==> src/rtl/ro_puf_engine.sv <==
// rtl/ro_puf_engine.sv - ring-oscillator PUF measurement engine
//
// Purpose:
//   Enables one pair of external ring oscillators at a time, counts the
//   synchronised rising edges of each over a fixed window of clk cycles and
//   builds a RESP_BITS-wide response, one pair comparison per bit. The
//   challenge selects the base oscillator index. Requests use a
//   start/busy/valid handshake.
//
// Optional feature:
//   PUF_RAW_COUNT_EN - when defined, adds raw_cnt_a/raw_cnt_b outputs that
//   latch the two pair counts at every comparison.
//
// Ports:
//   clk        in   system clock
//   reset      in   synchronous, active-high reset
//   osc_in     in   [N_OSC]   asynchronous oscillator outputs
//   osc_en     out  [N_OSC]   oscillator enables, only the current pair set
//   challenge  in   [log2 N]  base oscillator index, sampled on accepted start
//   start      in   request a response (accepted only while idle)
//   busy       out  measurement in progress
//   response   out  [RESP_BITS] last completed response
//   valid      out  one-cycle pulse when response updates
//   tie        out  some pair of the last response compared equal
//   sat        out  some counter of the last response saturated
//   raw_cnt_a  out  [COUNT_W] count of oscillator A at the last comparison (option)
//   raw_cnt_b  out  [COUNT_W] count of oscillator B at the last comparison (option)

module ro_puf_engine #(
  parameter int N_OSC      = 16,
  parameter int COUNT_W    = 16,
  parameter int WINDOW_CYC = 1024,
  parameter int SETTLE_CYC = 8,
  parameter int RESP_BITS  = 8
) (
  input  logic                       clk,
  input  logic                       reset,
  input  logic [N_OSC-1:0]           osc_in,
  output logic [N_OSC-1:0]           osc_en,
  input  logic [$clog2(N_OSC)-1:0]   challenge,
  input  logic                       start,
  output logic                       busy,
  output logic [RESP_BITS-1:0]       response,
  output logic                       valid,
  output logic                       tie,
  output logic                       sat
`ifdef PUF_RAW_COUNT_EN
  ,
  output logic [COUNT_W-1:0]         raw_cnt_a,
  output logic [COUNT_W-1:0]         raw_cnt_b
`endif
);

  localparam int IDX_W   = $clog2(N_OSC);
  localparam int K_W     = (RESP_BITS > 1) ? $clog2(RESP_BITS) : 1;
  localparam int TMR_MAX = (WINDOW_CYC > SETTLE_CYC) ? WINDOW_CYC : SETTLE_CYC;
  localparam int TMR_W   = $clog2(TMR_MAX + 1);

  localparam logic [COUNT_W-1:0] CNT_MAX  = '1;
  localparam logic [COUNT_W-1:0] CNT_NEAR = CNT_MAX - COUNT_W'(1);
  localparam logic [TMR_W-1:0]   SETTLE_LAST = TMR_W'(SETTLE_CYC - 1);
  localparam logic [TMR_W-1:0]   COUNT_LAST  = TMR_W'(WINDOW_CYC - 1);
  localparam logic [K_W-1:0]     K_LAST      = K_W'(RESP_BITS - 1);

  typedef enum logic [2:0] {
    S_IDLE,
    S_SETTLE,
    S_COUNT,
    S_COMPARE,
    S_DONE
  } state_t;

  state_t state_q, state_d;

  logic [N_OSC-1:0]     sync1_q, sync2_q, sync3_q;
  logic [N_OSC-1:0]     rise;
  logic [IDX_W-1:0]     ch_q;
  logic [K_W-1:0]       k_q;
  logic [TMR_W-1:0]     tmr_q;
  logic [COUNT_W-1:0]   cnt_a_q, cnt_b_q;
  logic [RESP_BITS-1:0] shadow_q, shadow_next;
  logic [RESP_BITS-1:0] response_q;
  logic                 tie_acc_q, sat_acc_q;
  logic                 tie_q, sat_q;
  logic [IDX_W-1:0]     idx_a, idx_b;
  logic                 rise_a, rise_b;
  logic                 cnt_gt, cnt_eq;
  logic                 settle_last, count_last, k_last;

  // Free-running two-flop synchroniser plus one edge-detect stage per line.
  always_ff @(posedge clk) begin
    if (reset) begin
      sync1_q <= '0;
      sync2_q <= '0;
      sync3_q <= '0;
    end else begin
      sync1_q <= osc_in;
      sync2_q <= sync1_q;
      sync3_q <= sync2_q;
    end
  end

  assign rise = sync2_q & ~sync3_q;

  // Pair k uses oscillators ch+2k and ch+2k+1; N_OSC is a power of two so
  // truncation to IDX_W bits gives the modulo wrap for free.
  always_comb begin
    idx_a  = ch_q + (IDX_W'(k_q) << 1);
    idx_b  = idx_a + IDX_W'(1);
    rise_a = rise[idx_a];
    rise_b = rise[idx_b];
  end

  always_comb begin
    cnt_gt      = (cnt_a_q > cnt_b_q);
    cnt_eq      = (cnt_a_q == cnt_b_q);
    settle_last = (tmr_q == SETTLE_LAST);
    count_last  = (tmr_q == COUNT_LAST);
    k_last      = (k_q == K_LAST);
    shadow_next        = shadow_q;
    shadow_next[k_q]   = cnt_gt;
  end

  always_ff @(posedge clk) begin
    if (reset) begin
      state_q <= S_IDLE;
    end else begin
      state_q <= state_d;
    end
  end

  always_comb begin
    state_d = state_q;
    busy    = 1'b1;
    valid   = 1'b0;
    osc_en  = '0;
    case (state_q)
      S_IDLE: begin
        busy = 1'b0;
        if (start) begin
          state_d = S_SETTLE;
        end
      end
      S_SETTLE: begin
        osc_en = (N_OSC'(1) << idx_a) | (N_OSC'(1) << idx_b);
        if (settle_last) begin
          state_d = S_COUNT;
        end
      end
      S_COUNT: begin
        osc_en = (N_OSC'(1) << idx_a) | (N_OSC'(1) << idx_b);
        if (count_last) begin
          state_d = S_COMPARE;
        end
      end
      S_COMPARE: begin
        state_d = k_last ? S_DONE : S_SETTLE;
      end
      S_DONE: begin
        valid   = 1'b1;
        state_d = S_IDLE;
      end
      default: begin
        state_d = S_IDLE;
      end
    endcase
  end

  // Datapath. The published response/tie/sat load on the COMPARE -> DONE
  // edge so they are already updated in the cycle valid is high.
  always_ff @(posedge clk) begin
    if (reset) begin
      ch_q       <= '0;
      k_q        <= '0;
      tmr_q      <= '0;
      cnt_a_q    <= '0;
      cnt_b_q    <= '0;
      shadow_q   <= '0;
      response_q <= '0;
      tie_acc_q  <= 1'b0;
      sat_acc_q  <= 1'b0;
      tie_q      <= 1'b0;
      sat_q      <= 1'b0;
    end else begin
      case (state_q)
        S_IDLE: begin
          tmr_q <= '0;
          if (start) begin
            ch_q      <= challenge;
            k_q       <= '0;
            tie_acc_q <= 1'b0;
            sat_acc_q <= 1'b0;
            shadow_q  <= '0;
          end
        end
        S_SETTLE: begin
          cnt_a_q <= '0;
          cnt_b_q <= '0;
          tmr_q   <= settle_last ? '0 : tmr_q + TMR_W'(1);
        end
        S_COUNT: begin
          tmr_q <= count_last ? '0 : tmr_q + TMR_W'(1);
          if (rise_a && (cnt_a_q != CNT_MAX)) begin
            cnt_a_q <= cnt_a_q + COUNT_W'(1);
            if (cnt_a_q == CNT_NEAR) begin
              sat_acc_q <= 1'b1;
            end
          end
          if (rise_b && (cnt_b_q != CNT_MAX)) begin
            cnt_b_q <= cnt_b_q + COUNT_W'(1);
            if (cnt_b_q == CNT_NEAR) begin
              sat_acc_q <= 1'b1;
            end
          end
        end
        S_COMPARE: begin
          shadow_q <= shadow_next;
          if (cnt_eq) begin
            tie_acc_q <= 1'b1;
          end
          if (k_last) begin
            response_q <= shadow_next;
            tie_q      <= tie_acc_q | cnt_eq;
            sat_q      <= sat_acc_q;
          end else begin
            k_q <= k_q + K_W'(1);
          end
        end
        default: begin
        end
      endcase
    end
  end

`ifdef PUF_RAW_COUNT_EN
  always_ff @(posedge clk) begin
    if (reset) begin
      raw_cnt_a <= '0;
      raw_cnt_b <= '0;
    end else if (state_q == S_COMPARE) begin
      raw_cnt_a <= cnt_a_q;
      raw_cnt_b <= cnt_b_q;
    end
  end
`endif

  assign response = response_q;
  assign tie      = tie_q;
  assign sat      = sat_q;

endmodule

==> config.mk <==
export PLATFORM = sky130hd
export DESIGN_NAME = ro_puf_engine
export DESIGN_NICKNAME = d
export VERILOG_FILES = /design/src/rtl/ro_puf_engine.sv
export SDC_FILE = /design/constraint.sdc
export NUM_CORES = 1
export LEC_CHECK = 0
export ABC_AREA = 1
export CAP_MARGIN = 20
export CORE_ASPECT_RATIO = 1.5
export CORE_MARGIN = 1
export CORE_UTILIZATION = 55
export CTS_BUF_LIST = sky130_fd_sc_hd__clkbuf_4
export DETAILED_ROUTE_END_ITERATION = 16
export DONT_BUFFER_PORTS = 1
export GPL_TIMING_DRIVEN = 0
export PLACE_DENSITY = 0.73
export SKIP_LAST_GASP = 1
export SYNTH_ARGS = -nofsm -noshare
export SYNTH_HDL_FRONTEND = slang
export SYNTH_SLANG_ARGS = --single-unit
==> constraint.sdc <==
create_clock -name clk -period 2.7 [get_ports clk]
set_clock_uncertainty 0.05 [all_clocks]
set_input_delay 0.405 -clock clk [delete_from_list [all_inputs] [get_ports clk]]
set_output_delay 0.405 -clock clk [all_outputs]
set_load 0.03 [all_outputs]
==> impl_metrics.toml, run 1 <==
[run_status]
status = "complete, but fails checks"
violations = "negative setup slack"

[route]
wl_um = 18900
postRouteAntennaNets = 0
drtIter0Drc = 326
drtPass1Iterations = 6
via_per_inst = 5.53
num_vias = 6781
avgRoutedWirePerCell_um = 15.4
drcViolationCount = 0

[run]
drv_cap = 0

[floorplanning]
coreArea_sq_um = 12100
die_width_um = 93.6
initial_core_util_pct = 57.1
fp.dieArea_sq_um = 13100
fp-row-count = 49
io-pin-count = 51
die_y_um = 139

[pwr]
vdd_drop_max_mv = 0.468
powerDensity_nw_per_um2 = 769
power.leakage_nw = 3.26

[timing]
final.min_clock_period_ns = 3.19
worstMarginPinSlew_ns = 1.01
maxSlewViolCount = 0
fin_crit_sh_pct = 118
setup_viol = 33
fmax_mhz = 314
rsz0062_at_grt = "yes"
hold_viol = 0
slew_headroom_pct = 32.8
fin_tns_setup_ns = -11.99
setup_slack_ns = -0.488

[grt]
grt_pass1_vias = 6579
grt-ovfl-total = 0
grt_max_degree = 17
grt.total_usage_pct = 30.0
grt_pass1_wl_um = 30700
antenna_found_initial = 1

[worst_setup_path]
ff2ff_path_depth = 17
slowest_delay_ns = 0.57
r2r_end = "cnt_b_q[9]"
cp-start-kind = "register"
r2r_slack_ns = -0.35
cp.arrival_ns = 2.73
crit_path_cell_trace = "ha_4, inv_2, fa_2, buf_6, inv_8, ha_4, clkbuf_16, buf_8, nand3_4, a21oi_4"
worst_path_most_repeated_cell = "ha_4"
cp-end-kind = "output port"
required_ns = 2.25
rr_startpoint = "ch_q[1]"
crit_fanout = 6
worst_path_max_delay_cell = "fa_2"
worst-setup-path-type = "reg -> out"

[logic_synthesis]
yosysSeqAreaShare_pct = 35.0
synth_area_sq_um = 6930
syn_inst = 985
yosysWarnings = 0
syn_area_per_cell_sq_um = 7.03
ys_ff_latch = 121
synth.distinct_cells = 43
syn-num-nets = 1041

[place]
hpwl_um = 12700
dp.cells = 1138
io_buffers = 0
globalplace.congestion = 0.894

[cells_and_area]
layout_commonest_cell = "nand2_1"
seq_area_sq_um = 2430
fill_cells = 997
mostFrequentLayoutCells = "133 x nand2_1, 131 x inv_1, 118 x dfxtp_1, 116 x nor2_1, 113 x nand3_1"
nets = 1115
multi_input_area_sq_um = 4290
fin_cells = 1226
layout-drive-gt1-share_pct = 20.4
syn2layout_area_growth_pct = 23.0

[worst_hold_path]
hp-class = "in -> reg"
min_delay_path_depth = 2
hold_path_end = "state_q[0]"
worstHoldStart = "start"

[clock_network]
clock_latency_ns = 0.54
cts_tree = "built"
htree_num_levels = 4
root_buffer = "clkbuf_4"
clock_path_buffers = 2
cts_buffers = 17
cts.clk_slew.worst_paths_ns = 0.13
cts.sinks = 121
-- critical path, delay by kind of cell (launching register included) --
kind	cells	cell delay, ns
AO/OA/AOI/OAI	1	0.27
buffers and inverters	5	0.50
AND/OR/NAND/NOR	1	0.08
adder cells (fa/ha/maj)	3	0.97
flip-flops	1	0.38
-- metrics by stage --
stage               setup WS (ns)  utilization [%]  instance area [sq um]  hold WS (ns)  total power [mW]
floorplan                 -0.0107                -                   7110         0.338              3.83
global placement           -0.615             60.1                   7300         0.342              4.37
detailed placement         -0.652             60.1                   7300         0.345              4.39
CTS                        -0.509             68.6                   8330       0.00508              6.26
global route               -0.593             70.2                   8520       0.00397              6.87
finish                     -0.488             70.2                   8520        0.0377              6.55
-- worst max path at each step --
stage / depth (start not counted) / start / to
floorplan: 9 / k_q[0] / osc_en[13]
finish: 10 / ch_q[1] / osc_en[15]
global placement: 13 / k_q[0] / cnt_b_q[9]
CTS: 10 / k_q[0] / osc_en[15]
detailed placement: 13 / k_q[0] / cnt_b_q[14]
global route: 11 / ch_q[1] / osc_en[3]
-- cells in the mapped netlist, drive strengths merged --
cell type,n,area [sq um]
nand3b,1,7.51
o21ai,33,165
o211ai,3,22.5
o22ai,1,6.26
xor2,18,158
buf,21,139
nand3,162,916
nor3b,2,15.0
fa,1,20.0
nor3,31,183
inv,145,547
o21a,2,15.0
nand4,15,115
ha,32,400
clkbuf,15,56.3
xnor2,5,43.8
nor2,123,474
nor4,1,6.26
o21bai,2,15.0
a21o,8,60.1
nand2,150,618
dfxtp,121,2420
clkinv,1,3.75
or2,10,65.1
a21oi,81,443
o2111ai,1,8.76
-- registers in the layout (all words and copies together) (netlist names) --
signal,count
cnt_a_q,16
cnt_b_q,16
sync1_q,16
sync2_q,16
sync3_q,16
tmr_q,11
response,8
shadow_q,8
ch_q,4
k_q,3
state_q,3
sat,1
sat_acc_q,1
tie,1
tie_acc_q,1
-- cells by family after synthesis --
logic type | after synthesis | share of synthesized area [%]
simple gates | 495 | 34.7
flops | 121 | 35.0
buf+inv | 182 | 10.8
compound gates | 131 | 10.6
xor+xnor | 23 | 2.91
fa+ha+maj | 33 | 6.07
-- what timing repair did --
action                                 4_1_cts  5_1_grt
hold buffers                                21        0
pin swaps                                   28       39
gates resized for setup                     71       19
setup endpoints to repair                   44       33
setup buffers                               18       13
endpoints found under the hold margin       20        0
gates cloned                                 4        0
-- power breakdown --
group          internal, mW  switching [mW]
clock                 0.420           0.849
sequential             1.88           0.109
combinational          1.15            2.13
total                  3.45            3.09
-- layer usage --
layer | part of all wire (%) | global-route usage (%) | wire (um) | vias to the layer above
met5 | 0 | 0 | 0 | -
met4 | 3.3 | 15.5 | 620 | 0
met3 | 4.0 | 5.03 | 753 | 55
met2 | 52 | 54.1 | 9830 | 170
met1 | 41 | 33.0 | 7710 | 3193
li1 | - | - | - | 3363
-- layout make-up --
type / count / share of cell area [%]
plain buffers: 36 / 2.64
flip-flops and latches: 121 / 28.5
multi-input cells: 684 / 50.4
repair buffers: 53 / 6.08
clock buffers: 17 / 1.50
clock inverters: 15 / 1.78
well taps: 153 / 2.25
inverters: 146 / 6.79
diodes: 1 / 0.0294
Power figures use the tool's default switching activity.
==> run 2, diff against run 1 <==
Settings changed: ABC_AREA 1 to 0.
==> run 2 against run 1 <==
Effect of this change:
- utilization up 2.0 points
- via count down 17%
- critical endpoint is now osc_en[7]
- cell count down 24%
- the flow still finishes with violations (negative setup slack)
- first-iteration DRC count up 34%
==> impl_metrics.toml, run 2 <==
[pwr]
power.leakage_nw = 2.85
p_seq_share_pct = 37.8
p_sw_mw = 2.01
internal_power_mw = 3.05
switching_share_pct = 39.7
p_clk_share_pct = 24.1
vdd_drop_max_mv = 0.539
combPwrFrac_pct = 38.1
powerDensity_nw_per_um2 = 659

[place]
dp.cells = 857
hpwl_um = 10400
globalplace.congestion = 0.873
io_buffers = 0
dp_slack_ns = -0.430

[logic_synthesis]
synthXorXnorAreaFrac_pct = 4.26
ys.flop_type = "dfxtp_1"
ys_ff_latch = 121
synth.top_cells.by_count = "121 x dfxtp_1, 94 x nor2_1, 67 x nor2b_1"
ys_async_sr_fraction_pct = 0
syn_inst = 713
synthDominantCellAreaShare_pct = 39.9
yosysSeqAreaShare_pct = 39.9
yosysMostFrequentCell = "dfxtp_1"
synth_area_sq_um = 6080
syn_area_per_cell_sq_um = 8.53
yosysTopAreaCell = "dfxtp_1"
synth_top_family_by_area = "simple AND/OR/NAND/NOR gates"
synth_mux_area_share_pct = 2.33
synth-simple-area-share_pct = 27.3
synth_compound_area_share_pct = 14.7
syn-num-nets = 769
synth-edff-count = 0
yosysWarnings = 0
ys_top_cells_by_area = "dfxtp_1 40%, nor2b_1 6.9%, ha_1 6.6%"
synth.distinct_cells = 54
synthAdderAreaFrac_pct = 6.92

[timing]
maxSlewViolCount = 0
fin_tns_setup_ns = -17.52
fin_crit_sh_pct = 124
hold_viol = 0
hold_slack_ns = 0.180
final.min_clock_period_ns = 3.34
setup_slack_ns = -0.640
rsz0062_at_grt = "yes"
setup_viol = 41
fmax_mhz = 299
worstMarginPinSlew_ns = 1.04
slew_headroom_pct = 30.2

[cells_and_area]
diodes = 0
layout_commonest_cell = "dfxtp_1"
syn2layout_area_growth_pct = 26.4
multi_input_area_sq_um = 4030
fill_cells = 755
nets = 833
fin_cells = 933
layout-drive-gt1-share_pct = 20.3
mostFrequentLayoutCells = "118 x dfxtp_1, 73 x nor2_1, 67 x nor2b_1, 36 x nand2_1, 31 x nand3_1"
seq_area_sq_um = 2430

[clock_network]
cts_buffers = 17
clock_path_buffers = 2
htree_num_levels = 4
cts.sinks = 121
cts_tree = "built"
root_buffer = "clkbuf_4"
cts.clk_slew.worst_paths_ns = 0.11
clock_latency_ns = 0.52

[route]
wl_met2_um = 8630
drtIter0Drc = 438
postRouteAntennaNets = 0
met3_length_um = 879
avgRoutedWirePerCell_um = 17.4
drtPass1Iterations = 5
num_vias = 5617
via_per_inst = 6.02
wl_um = 16200
drcViolationCount = 0
top_layer = "met4"
wl_met1_um = 6160

[floorplanning]
fp.dieArea_sq_um = 11500
initial_core_util_pct = 57.1
die_width_um = 87.8
fp-row-count = 46
io-pin-count = 51
coreArea_sq_um = 10600
die_y_um = 131

[worst_setup_path]
required_ns = 2.25
worst-setup-path-type = "reg -> out"
worst_path_max_delay_cell = "fa_1"
cp-end-kind = "output port"
cp.arrival_ns = 2.88
slowest_delay_ns = 0.48
crit_path_cell_trace = "ha_4, inv_2, fa_1, clkbuf_8, nand3b_1, xor2_4, and2_4, a22oi_2, nor2_4"
cp-start-kind = "register"
crit_fanout = 5

[run_status]
status = "complete, but fails checks"
violations = "negative setup slack"

[worst_hold_path]
hp-class = "in -> reg"

[grt]
antenna_found_initial = 0
grt_pass1_vias = 5510
grt.total_usage_pct = 28.4
grt-ovfl-total = 0
grt_max_degree = 17
grt_pass1_wl_um = 25100

[run]
drv_cap = 0
==> run 2: final timing paths <==
kind	depth (start not counted)	startpoint	slack, ns	to
hold reg to reg	1	sync1_q[15]	0.39	sync2_q[15]
hold / removal	4	start	0.18	state_q[0]
setup / recovery	9	ch_q[1]	-0.64	osc_en[7]
setup reg to reg	13	ch_q[1]	-0.57	cnt_b_q[1]
==> run 2: final cells by class <==
type,count,share of cell area [%]
Buffer,33,2.18
Clock inverter,11,1.38
Timing Repair Buffer,49,6.14
Clock buffer,20,1.95
Multi-Input combinational cell,522,52.4
Inverter,33,1.97
Tap cell,144,2.34
Sequential cell,121,31.6
==> run 2: worst max-delay path, delay by kind of cell, from the launching register on <==
kind	cells	cell delay (ns)
and+or+nand+nor	3	0.78
adders and majority gates	2	0.61
DFF	1	0.38
xor gates and xnor gates	1	0.31
buffers and inverters	2	0.21
AOI/OAI and AO/OA	1	0.09
==> run 2: logic make-up after synthesis <==
family / after synthesis
simple gates: 320
compound gates: 133
flops: 121
buf+inv: 70
fa+ha+maj: 33
xor+xnor: 27
mux: 9
==> run 2: per-layer routing <==
metal  vias to the layer above  global-route usage, %
li1                       2638                      -
met2                       230                   51.7
met5                         -                      0
met3                        54                   6.47
met4                         0                   16.9
met1                      2695                   29.1
==> run 2: power groups by stage <==
stage	sequential, mW	clock [mW]	combinational (mW)
finish	1.92	1.22	1.93
global route	1.93	1.33	2.05
CTS	1.90	1.24	1.77
detailed placement	1.94	0	1.33
global placement	1.94	0	1.29
floorplan	1.93	0	1.05
==> run 2: what timing repair did <==
action | CTS | global route
hold buffers | 20 | 0
setup buffers | 21 | 6
pin swaps | 44 | 33
gates cloned | 3 | 0
resized for setup | 80 | 47
hold endpoints to repair | 20 | 0
endpoints found under the setup margin | 60 | 67
==> run 2: stage by stage <==
stage          total power [mW]  area, sq um  util (%)
4_1_cts                    4.91         7460      70.1
2_1_floorplan              2.98         6220         -
5_1_grt                    5.31         7680      72.2
6_report                   5.06         7680      72.2
3_3_place_gp               3.23         6400      60.1
3_5_place_dp               3.27         6400      60.1
==> run 3, diff against run 2 <==
--- a/config.mk
+++ b/config.mk
@@ -15,5 +15,5 @@
 export DONT_BUFFER_PORTS = 1
 export GPL_TIMING_DRIVEN = 0
-export PLACE_DENSITY = 0.73
+export PLACE_DENSITY = 0.71
 export SKIP_LAST_GASP = 1
 export SYNTH_ARGS = -nofsm -noshare
==> constraint.sdc (replaced) <==
create_clock -name clk -period 2.7 [get_ports clk]
set_clock_uncertainty 0.05 [all_clocks]
set_input_delay 0.54 -clock clk [delete_from_list [all_inputs] [get_ports clk]]
set_output_delay 0.54 -clock clk [all_outputs]
set_load 0.1 [all_outputs]
==> run 3 against run 2 <==
Effect of this change:
- the flow still finishes with violations (negative setup slack)
- combinational power up 6%
- worst setup slack got worse by 0.29 ns
- sequential power about the same
- highest routed layer unchanged
- worst hold slack lost 0.098 ns
- largest power group unchanged
- via count decreased by 3.3%
- critical path type unchanged
- non-clock buffer count is 26 lower
- register-to-register slack better by 0.05 ns
==> impl_metrics.toml, run 3 (same netlist as run 2, synthesis figures left out) <==
[timing]
hold_slack_ns = 0.0824
rsz0062_at_grt = "yes"
slew_headroom_pct = 32.8
setup_viol = 33
worstMarginPinSlew_ns = 1.00
fin_crit_sh_pct = 135
maxSlewViolCount = 0
fmax_mhz = 275
setup_slack_ns = -0.934
final.min_clock_period_ns = 3.63
hold_viol = 0

[pwr]
vdd_drop_max_mv = 0.672
powerDensity_nw_per_um2 = 748
power.leakage_nw = 2.72

[worst_setup_path]
crit_path_cell_trace = "ha_4, inv_2, fa_2, buf_8, nand3b_1, xor2_2, buf_4, nor2_4, a22oi_1, nor2_4"
cp-end-kind = "output port"
cp.arrival_ns = 3.04
slowest_delay_ns = 0.52
worst_path_most_repeated_cell = "nor2_4"
r2r_slack_ns = -0.52
required_ns = 2.11
r2r_end = "cnt_b_q[1]"
critPathTopFamily = "simple AND/OR/NAND/NOR gates"
rr_startpoint = "ch_q[1]"
worst-path-buf-inv = 3
worst_path_max_delay_cell = "nor2_4"
worst-setup-path-type = "reg -> out"
crit_fanout = 5
cp-start-kind = "register"
ff2ff_path_depth = 14

[route]
wl_um = 15400
via_per_inst = 5.98
drtPass1Iterations = 5
drtIter0Drc = 307
drcViolationCount = 0
postRouteAntennaNets = 0
avgRoutedWirePerCell_um = 17.0
num_vias = 5430

[cells_and_area]
diodes = 0
mostFrequentLayoutCells = "115 x dfxtp_1, 74 x nor2_1, 67 x nor2b_1, 35 x nand2_1, 31 x nand3_1"
final_core_util_pct = 69.7
fin_cells = 908
layout-drive-gt1-share_pct = 20.9
syn2layout_area_growth_pct = 22.1
layout_commonest_cell = "dfxtp_1"
final_area_sq_um = 7420
nets = 807

[floorplanning]
io-pin-count = 51
coreArea_sq_um = 10600
fp-row-count = 46
die_width_um = 87.8
initial_core_util_pct = 57.1
die_y_um = 131
fp.dieArea_sq_um = 11500

[run_status]
status = "complete, but fails checks"
violations = "negative setup slack"

[worst_hold_path]
hold_path_end = "sync1_q[5]"
min_delay_path_depth = 1
worstHoldStart = "osc_in[5]"
hp-class = "in -> reg"

[clock_network]
cts.clk_slew.worst_paths_ns = 0.11
cts_buffers = 17
clock_path_buffers = 2
postCtsHoldBufs = 0
cts.sinks = 121
htree_num_levels = 4
cts_tree = "built"
root_buffer = "clkbuf_4"
clock_latency_ns = 0.53

[grt]
grt.total_usage_pct = 27.0
antenna_found_initial = 0
grt-ovfl-total = 0
grt_max_degree = 17
grt_pass1_vias = 5188
grt_pass1_wl_um = 23800

[place]
io_buffers = 0
dp.cells = 858
globalplace.congestion = 0.858
hpwl_um = 10600
dp_slack_ns = -0.911
place_area_sq_um = 6550

[run]
drv_cap = 0
-- run 3: metal layers --
| metal | wire length (um) | part of all wire (%) | global-route usage (%) | vias up |
|---|---|---|---|---|
| li1 | - | - | - | 2603 |
| met1 | 5820 | 38 | 27.3 | 2599 |
| met2 | 8380 | 54 | 50.2 | 187 |
| met3 | 775 | 5.0 | 7.10 | 41 |
| met4 | 421 | 2.7 | 13.1 | 0 |
| met5 | 0 | 0 | 0 | - |
-- run 3: area by class of cell --
class                           count  area (sq um)
Multi-Input combinational cell    522          3930
Fill cell                         854          3220
Sequential cell                   121          2430
Clock inverter                     15           223
Timing Repair Buffer               22           193
Buffer                             34           189
Tap cell                          144           180
Inverter                           33           149
Clock buffer                       17           128
-- run 3: worst max path at each step --
stage,start,endpoint,slack (ns),cells after the start
after global placement,k_q[0],sat_acc_q,-0.89,14
after floorplan,k_q[0],osc_en[1],-0.34,9
final,k_q[0],osc_en[14],-0.93,10
after CTS,k_q[1],osc_en[14],-0.97,10
after detailed placement,state_q[1],osc_en[9],-0.91,7
after global routing,k_q[0],osc_en[5],-1.03,9
-- run 3: through the flow --
stage | total power, mW | TNS, ns
finish | 5.55 | -21.31
global route | 5.75 | -24.55
CTS | 5.50 | -21.98
detailed placement | 3.68 | -29.18
global placement | 3.60 | -25.30
floorplan | 3.35 | -7.34
-- run 3: where the power goes --
group	internal (mW)	switching, mW	leakage, nW
Combinational	0.587	1.46	1.55
Sequential	1.86	0.0797	0.987
Clock	0.830	0.739	0.180
Total	3.28	2.28	2.72
-- run 3: timing repair --
action,4_1_cts,5_1_grt
cloned,1,1
gates resized for setup,57,29
endpoints found under the setup margin,67,64
buffers inserted,17,3
pin swaps,47,38
